<file path="src/rtl/triangle_setup.sv">
// rtl/triangle_setup.sv - per-triangle edge, bounding-box and area-reciprocal setup ahead of the rasterizer
module triangle_setup #(
    parameter int CULL_BACKFACE = 0,
    parameter int SCREEN_W      = 320,
    parameter int SCREEN_H      = 240
) (
    input  logic               clk,
    input  logic               rst,
    input  logic               tri_valid,
    output logic               tri_ready,
    input  logic [8:0]         x1,
    input  logic [8:0]         x2,
    input  logic [8:0]         x3,
    input  logic [7:0]         y1,
    input  logic [7:0]         y2,
    input  logic [7:0]         y3,
    input  logic [15:0]        z1_in,
    input  logic [15:0]        z2_in,
    input  logic [15:0]        z3_in,
    input  logic [7:0]         color_in,
    output logic signed [9:0]  a1,
    output logic signed [9:0]  b1,
    output logic signed [9:0]  a2,
    output logic signed [9:0]  b2,
    output logic signed [9:0]  a3,
    output logic signed [9:0]  b3,
    output logic signed [17:0] c1,
    output logic signed [17:0] c2,
    output logic signed [17:0] c3,
    output logic [8:0]         bbxi,
    output logic [8:0]         bbxf,
    output logic [7:0]         bbyi,
    output logic [7:0]         bbyf,
    output logic [15:0]        z1,
    output logic [15:0]        z2,
    output logic [15:0]        z3,
    output logic [7:0]         color,
    output logic [31:0]        inv_area,
    output logic               rasterizer_start,
    input  logic               rasterizer_done,
    output logic [15:0]        cull_count
);

    typedef enum logic [3:0] {
        S_IDLE,
        S_DIFF,
        S_PROD,
        S_COEF,
        S_AREA,
        S_CHECK,
        S_DIV,
        S_START,
        S_WAIT
    } state_t;

    localparam logic [8:0] X_MAX = 9'(SCREEN_W - 1);
    localparam logic [7:0] Y_MAX = 8'(SCREEN_H - 1);

    state_t state, state_next;

    logic [8:0]  vx1, vx2, vx3;
    logic [7:0]  vy1, vy2, vy3;
    logic [15:0] vz1, vz2, vz3;
    logic [7:0]  vcolor;

    logic [16:0] p23, p32, p31, p13, p12, p21;

    logic signed [18:0] area;
    logic [19:0]        rem;
    logic [4:0]         div_cnt;

    logic signed [20:0] area_sum;
    logic               cull;
    logic [19:0]        rem_shift;
    logic [19:0]        divisor;
    logic               q_bit;
    logic [8:0]         x_lo, x_hi;
    logic [7:0]         y_lo, y_hi;

    function automatic logic [8:0] min3_x(input logic [8:0] p, input logic [8:0] q, input logic [8:0] r);
        logic [8:0] m;
        m = (p < q) ? p : q;
        return (m < r) ? m : r;
    endfunction

    function automatic logic [8:0] max3_x(input logic [8:0] p, input logic [8:0] q, input logic [8:0] r);
        logic [8:0] m;
        m = (p > q) ? p : q;
        return (m > r) ? m : r;
    endfunction

    function automatic logic [7:0] min3_y(input logic [7:0] p, input logic [7:0] q, input logic [7:0] r);
        logic [7:0] m;
        m = (p < q) ? p : q;
        return (m < r) ? m : r;
    endfunction

    function automatic logic [7:0] max3_y(input logic [7:0] p, input logic [7:0] q, input logic [7:0] r);
        logic [7:0] m;
        m = (p > q) ? p : q;
        return (m > r) ? m : r;
    endfunction

    assign tri_ready        = (state == S_IDLE);
    assign rasterizer_start = (state == S_START);

    // Signed area is evaluated at vertex 1 against edge 1, in a width that cannot overflow
    always_comb begin
        area_sum = ({{11{a1[9]}}, a1} * $signed({12'b0, vx1}))
                 + ({{11{b1[9]}}, b1} * $signed({13'b0, vy1}))
                 + {{3{c1[17]}}, c1};
    end

    always_comb begin
        cull = (area == 19'sd0) || (area[18] && (CULL_BACKFACE != 0));
    end

    // Restoring divider: dividend 2^24 contributes a single 1 bit at quotient position 24
    always_comb begin
        rem_shift = {rem[18:0], (div_cnt == 5'd24)};
        divisor   = {1'b0, area};
        q_bit     = (rem_shift >= divisor);
    end

    always_comb begin
        x_lo = min3_x(vx1, vx2, vx3);
        x_hi = max3_x(vx1, vx2, vx3);
        y_lo = min3_y(vy1, vy2, vy3);
        y_hi = max3_y(vy1, vy2, vy3);
        if (x_lo > X_MAX) x_lo = X_MAX;
        if (x_hi > X_MAX) x_hi = X_MAX;
        if (y_lo > Y_MAX) y_lo = Y_MAX;
        if (y_hi > Y_MAX) y_hi = Y_MAX;
    end

    always_ff @(posedge clk) begin
        if (rst) begin
            state <= S_IDLE;
        end else begin
            state <= state_next;
        end
    end

    always_comb begin
        state_next = state;
        case (state)
            S_IDLE:  if (tri_valid) state_next = S_DIFF;
            S_DIFF:  state_next = S_PROD;
            S_PROD:  state_next = S_COEF;
            S_COEF:  state_next = S_AREA;
            S_AREA:  state_next = S_CHECK;
            S_CHECK: state_next = cull ? S_IDLE : S_DIV;
            S_DIV:   if (div_cnt == 5'd0) state_next = S_START;
            S_START: state_next = S_WAIT;
            S_WAIT:  if (rasterizer_done) state_next = S_IDLE;
            default: state_next = S_IDLE;
        endcase
    end

    always_ff @(posedge clk) begin
        if (rst) begin
            vx1 <= '0; vx2 <= '0; vx3 <= '0;
            vy1 <= '0; vy2 <= '0; vy3 <= '0;
            vz1 <= '0; vz2 <= '0; vz3 <= '0;
            vcolor <= '0;
            p23 <= '0; p32 <= '0; p31 <= '0; p13 <= '0; p12 <= '0; p21 <= '0;
            a1 <= '0; b1 <= '0; a2 <= '0; b2 <= '0; a3 <= '0; b3 <= '0;
            c1 <= '0; c2 <= '0; c3 <= '0;
            bbxi <= '0; bbxf <= '0; bbyi <= '0; bbyf <= '0;
            z1 <= '0; z2 <= '0; z3 <= '0;
            color <= '0;
            area <= '0;
            rem <= '0;
            div_cnt <= '0;
            inv_area <= '0;
            cull_count <= '0;
        end else begin
            case (state)
                S_IDLE: begin
                    if (tri_valid) begin
                        vx1 <= x1; vx2 <= x2; vx3 <= x3;
                        vy1 <= y1; vy2 <= y2; vy3 <= y3;
                        vz1 <= z1_in; vz2 <= z2_in; vz3 <= z3_in;
                        vcolor <= color_in;
                    end
                end
                S_DIFF: begin
                    a1 <= {2'b0, vy2} - {2'b0, vy3};
                    b1 <= {1'b0, vx3} - {1'b0, vx2};
                    a2 <= {2'b0, vy3} - {2'b0, vy1};
                    b2 <= {1'b0, vx1} - {1'b0, vx3};
                    a3 <= {2'b0, vy1} - {2'b0, vy2};
                    b3 <= {1'b0, vx2} - {1'b0, vx1};
                    z1 <= vz1; z2 <= vz2; z3 <= vz3;
                    color <= vcolor;
                end
                S_PROD: begin
                    p23 <= {8'b0, vx2} * {9'b0, vy3};
                    p32 <= {8'b0, vx3} * {9'b0, vy2};
                    p31 <= {8'b0, vx3} * {9'b0, vy1};
                    p13 <= {8'b0, vx1} * {9'b0, vy3};
                    p12 <= {8'b0, vx1} * {9'b0, vy2};
                    p21 <= {8'b0, vx2} * {9'b0, vy1};
                end
                S_COEF: begin
                    c1 <= {1'b0, p23} - {1'b0, p32};
                    c2 <= {1'b0, p31} - {1'b0, p13};
                    c3 <= {1'b0, p12} - {1'b0, p21};
                    bbxi <= x_lo;
                    bbxf <= x_hi;
                    bbyi <= y_lo;
                    bbyf <= y_hi;
                end
                S_AREA: begin
                    area <= area_sum[18:0];
                end
                S_CHECK: begin
                    if (cull) begin
                        if (cull_count != 16'hFFFF) cull_count <= cull_count + 16'd1;
                    end else begin
                        // Clockwise triangles are rendered by flipping every edge function
                        if (area[18]) begin
                            a1 <= -a1; b1 <= -b1; c1 <= -c1;
                            a2 <= -a2; b2 <= -b2; c2 <= -c2;
                            a3 <= -a3; b3 <= -b3; c3 <= -c3;
                            area <= -area;
                        end
                        inv_area <= '0;
                        rem <= '0;
                        div_cnt <= 5'd24;
                    end
                end
                S_DIV: begin
                    rem <= q_bit ? (rem_shift - divisor) : rem_shift;
                    inv_area <= {inv_area[30:0], q_bit};
                    div_cnt <= div_cnt - 5'd1;
                end
                default: begin
                end
            endcase
        end
    end

endmodule
</file>
<file path="config.mk">
export PLATFORM = sky130hd
export DESIGN_NAME = triangle_setup
export DESIGN_NICKNAME = d
export VERILOG_FILES = /design/src/rtl/triangle_setup.sv
export SDC_FILE = /design/constraint.sdc
export NUM_CORES = 2
export LEC_CHECK = 0
export CAP_MARGIN = 10
export CORE_MARGIN = 2
export CORE_UTILIZATION = 55
export DETAILED_ROUTE_END_ITERATION = 10
export GPL_TIMING_DRIVEN = 0
export PLACE_DENSITY = 0.78
export SYNTH_ARGS = -nofsm -noshare
export SYNTH_HDL_FRONTEND = slang
export SYNTH_SLANG_ARGS = --single-unit
</file>
<file path="constraint.sdc">
create_clock -name clk -period 7 [get_ports clk]
set_clock_uncertainty 0.05 [all_clocks]
set_input_delay 0.7 -clock clk [delete_from_list [all_inputs] [get_ports clk]]
set_output_delay 0.7 -clock clk [all_outputs]
set_load 0.005 [all_outputs]
</file>
; ---- Word level (Yosys, flattened, before mapping)
; Index checks and enable logic that the tools add are counted.
[classes]
add_sub_neg = 24
multipliers = 8
n_lt_le_gt_ge = 13
eq_ne = 15
muxes = 54
n_reduce_logical = 15
[op_table]
columns = operator, n
row1 = $mux 10, 12
row2 = $pmux 10 s2, 6
row3 = $mux 18, 6
row4 = $pmux 18 s2, 3
row5 = $mul 9x8->17, 6
row6 = $mux 19, 4
row7 = $pmux 19 s2, 2
row8 = $pmux 32 s2, 1
row9 = $neg 10->10, 6
row10 = $mux 9, 6
row11 = $neg 18->18, 3
row12 = $sub 17x17->18, 3
row13 = $mux 8, 6
row14 = $add 19x19->19, 2
row15 = $pmux 4 s9, 1
row16 = $mux 32, 1
row17 = $sub 9x9->10, 3
row18 = $sub 8x8->9, 3
row19 = $ge 20x19->1, 1
row20 = $logic_not 19->1, 1
row21 = $mul 10x10->19, 1
row22 = $mul 10x9->19, 1
row23 = $neg 19->19, 1
row24 = $sub 19x19->19, 1
row25 = 24 further kinds, 49
[totals]
register_bits = 508
input_bits = 111
elab_cells = 169

; ---- Longest topological paths before layout
[depth]
word_depth = 6
ltp_mapped = 24
depth_no_buf = 22

; ---- Least setup slack after synthesis
; OpenSTA, ideal clock, no wires.
[synth_path]
kind = flip-flop to flip-flop
from = reg vy1[1]
to = reg area[17]
setup_time_ps = 114
t_arrival_ps = 6805
required_ps = 6836
setup_slack_ps = 30
stages_incl_launch_ff = 25
synth_period_minus_slack_ps = 6970
cell_sequence = dfxtp_1 > clkbuf_1 > clkbuf_1 > nand2_1 > fa_1 > inv_1 > fa_1 > inv_1 > fa_1 > inv_1 > fa_1 > fa_1 > fa_1 > inv_1 > fa_1 > inv_1 > ha_1 > nor3_1 > o21ai_0 > a41oi_1 > o211ai_1 > a2111oi_0 > a41o_1 > a2111oi_0 > a2111oi_0
[synth_between]
elab_chain_cells = 4
[synth_rtl]
columns = item, line_no
row1 = from (decl), 62  ; logic [7:0] vy1, vy2, vy3;
row2 = from (signal assigned), 182  ; vy1 <= y1; vy2 <= y2; vy3 <= y3;
row3 = $mul 10x9->19, 110  ; + ({{11{b1[9]}}, b1} * $signed({13'b0, vy1}))
row4 = $add 19x19->19, 110
row5 = $add 19x19->19, 111  ; + {{3{c1[17]}}, c1};
row6 = $pmux 19 s2, 178  ; case (state)
row7 = to (signal assigned), 215  ; area <= area_sum[18:0];
row8 = to (signal assigned), 226  ; area <= -area;
row9 = to (decl), 68  ; logic signed [18:0] area;
; No other way between the ends.
; A chain may end at the register's enable or synchronous reset.

; ---- Worst setup path in the final report
[layout_path]
from = reg vy3[2]
to = reg p23[16]
[layout_between]
elab_chain_cells = 1
[layout_rtl]
columns = item, line_no
row1 = from (decl), 62
row2 = from (signal assigned), 182
row3 = $mul 9x8->17, 198  ; p23 <= {8'b0, vx2} * {9'b0, vy3};
row4 = to (signal assigned), 198
row5 = to (decl), 66  ; logic [16:0] p23, p32, p31, p13, p12, p21;
; No other way between the ends.

==> metrics.md <==
| Metric | Value |
|---|---|
| Post-synth ARST share | 0 |
| I/O Buffers | 363 |
| Die ar. | 89200 um2 |
| Critical Path Max Stage Delay | 0.80 ns |
| DIE WIDTH | 299 um |
| Critical Path Source Type | flip-flop |
| Max Fanout on Critical Path | 12 |
| DRC violations left | 0 |
| DRT met1 WL | 73900 um |
| Global-route wire length before repair | 290000 um |
| Most common cell after layout, fill and taps aside | nand2_1 |
| CP max-delay cell | clkbuf_1 |
| CORE AREA | 86300 um2 |
| Main flop type after synthesis | dfxtp_1 |
| Routed WL | 202000 um |
| CTS tree | yes |
| Max-cap viol count | 0 |
| Remaining Overflow, GRT | 0 |
| RSZ-0062 raised after global routing | true |
| Initial cell density of the core | 0.553 |
| WS Path Type | flip-flop to flip-flop |
| Met3 wire length | 30600 um |
| Share of cells above drive strength 1 | 0.0442 |
| Setup WS post-layout | 0.128 ns |
| Register area | 10200 um2 |
| Pwr Total | 10.9 mW |
| Net count, final | 7522 |
| Final setup violation count | 0 |
| Antenna violation net count after detailed routing | 0 |
| Most used cell, CP | fa_1 |
| Area Overhead vs Synth | 16.5% |
| Met2 WL post-DR | 80800 um |
| Max-slew violation count | 0 |
| VDD IR-drop max | 0.240 mV |
| Fin crit share | 0.982 |
| Largest area contributor in the netlist | dfxtp_1 |
| GPL Wtd Cong | 1.11 |
| Pin count of the biggest net entering global routing | 17 |
| Worst EP required | 7.46 ns |
| Synth Area per Inst | 7.89 um2 |
| TritonCTS Buffers | 57 |
| Mapped cell area | 47700 um2 |
| Hpwl dp | 160000 um |
| Hold-fix buffers, CTS | 0 |
| Sequential share of the synthesized area | 0.213 |
| Ys Warns | 0 |
| # placed instances | 7567 |
| 1st-iter DRT viols | 6754 |
| Fmax | 146 MHz |
| Worst-path clk slew | 0.08 ns |
| DR vias | 48332 |
| Hold Worst Slack | 0.389 ns |
| Post-synth EDFFs | 0 |
| CTS Buffer Depth | 3 |
| Top cell type's share of synthesized area | 0.213 |
| #FFs+latches synth | 508 |
| H-tree depth | 2 |
| # fillers | 7597 |
| Area used by multi-input combinational logic | 33800 um2 |
| Drt pass-1 iters | 8 |
| Non-filler cells in the finished layout | 7710 |
| Clock root buffer | clkbuf_16 |
| Final Hold Fails | 0 |
| Outcome | finished, final reports clean |
| Post-synth cell types | 79 |
| Clk sinks | 508 |
| Clock Latency Late Sink | 0.68 ns |
| Post-Syn Instances | 6047 |
| Worst Path Arrival | 7.34 ns |
| Dpl ws | -1.77 ns |
| Worst-margin pin slew | 1.48 ns |
| CP cell instances | clkbuf_1, inv_1, clkbuf_1, nor2_1, fa_1, fa_1, inv_1, fa_1, inv_1, fa_1, ha_1, o21ai_0, nor2_1, o41ai_1, o21ai_0, o41ai_1, o21ai_0, xnor2_1, a211oi_1 |
| Tmin final | 6.87 ns |
| Hold WC Path Type | flip-flop to flip-flop |
| Main area contributors after synthesis | dfxtp_1, fa_1, ha_1 |
| Static Leak | 23.7 nW |
| DR top layer | met5 |
| Initial antenna violation count | 13 |
| Row cnt | 108 |
| Final setup TNS | 0 ns |
| Worst setup EP type | flip-flop |
| Pwr Density | 196 nW/um2 |
| I/O pin count | 365 |
| Syn_nets | 7072 |
| Most frequent cells in the layout | nand2_1, inv_1, nor2_1 |
| Die Span Y | 299 um |
| Wire per inst | 26.2 um |
| Number of global-route vias before repair | 45053 |
| Total GRT Usage | 0.440 |
| Relative slew margins | 0.0164 |
| Via density | 6.27 |
cell families after synthesis:
logic type	after synthesis	synth area share
simple gates	2149	0.197
compound gates	1211	0.154
buf+inv	1038	0.0819
fa+ha+maj	914	0.310
flops	508	0.213
xor+xnor	164	0.0301
mux	63	0.0134
cells in the mapped netlist (all sizes together) (13+ instances only):
library cell and number:
fa 450, a31oi 38, nand3 101, xnor2 118, xor2 46, mux2i 56, dfxtp 508, and3 19
ha 464, o311ai 14, nand2 956, clkinv 18, nor2 601, or2 15, o41ai 18, clkbuf 290
nor4 18, nor2b 45, nor3 149, nand3b 20, a21oi 511, a221oi 13, o211ai 30, nand2b 36
or4 24, inv 698, a211oi 98, a21boi 16, buf 32, and2 67, o21a 53, or3 48
a21o 59, nand4 26, o21ai 225, o22ai 15, o31ai 26
final timing paths:
kind,end,from,slack (ns),cells past startpoint
worst min register to register,z3[1],vz3[1],0.39,2
worst max register to register,p23[16],vy3[2],0.13,19
worst min-delay path,z3[1],vz3[1],0.39,2
worst max-delay path,p23[16],vy3[2],0.13,19
worst max-delay path, delay by kind of cell (launching register included):
kind | cells | cell delay [ns]
compound gates | 6 | 1.70
xor+xnor | 1 | 0.48
flops | 1 | 0.35
buf+inv | 5 | 1.57
fa+ha+maj | 5 | 2.27
simple gates | 2 | 0.27
cell type report:
class / instances / share of cell area
Inverter: 716 / 0.0493
Tap cell: 1155 / 0.0260
Clock inverter: 21 / 0.00544
Multi-Input combinational cell: 4501 / 0.608
Sequential cell: 508 / 0.184
Antenna cell: 17 / 0.000765
Timing Repair Buffer: 400 / 0.0715
Clock buffer: 79 / 0.0286
Buffer: 313 / 0.0271
registers in the layout, indices dropped and copies added, names as in the netlist, 16 cells and up:
signal,count
p13,17
p12,17
vz1,16
c2,18
z2,16
c1,18
inv_area,32
p21,17
z1,16
area,19
p23,17
z3,16
vz2,16
p32,17
p31,17
cull_count,16
c3,18
vz3,16
rem,19
per-layer routing:
layer	GRT usage	vias up
li1	-	20948
met1	0.563	22939
met2	0.621	3538
met3	0.159	897
met4	0.299	10
met5	0	-
timing repair:
item	CTS	global route
hold endpoints to repair	0	0
pin swaps	4	22
gates resized for setup	110	141
endpoints found under the setup margin	19	13
setup buffers	8	25
power breakdown:
| group | total, mW | internal, mW | switching, mW | leakage (nW) |
|---|---|---|---|---|
| Clock | 3.18 | 1.78 | 1.40 | 0.920 |
| Sequential | 3.34 | 3.06 | 0.278 | 4.13 |
| Combinational | 4.39 | 1.57 | 2.82 | 18.7 |
stage by stage:
stage               cell area (um2)  utilization
global placement              52800        0.612
finish                        55600        0.644
detailed placement            52800        0.612
global route                  55600        0.644
CTS                           55100        0.638
floorplan                     47700            -
Power figures use the tool's default switching activity.
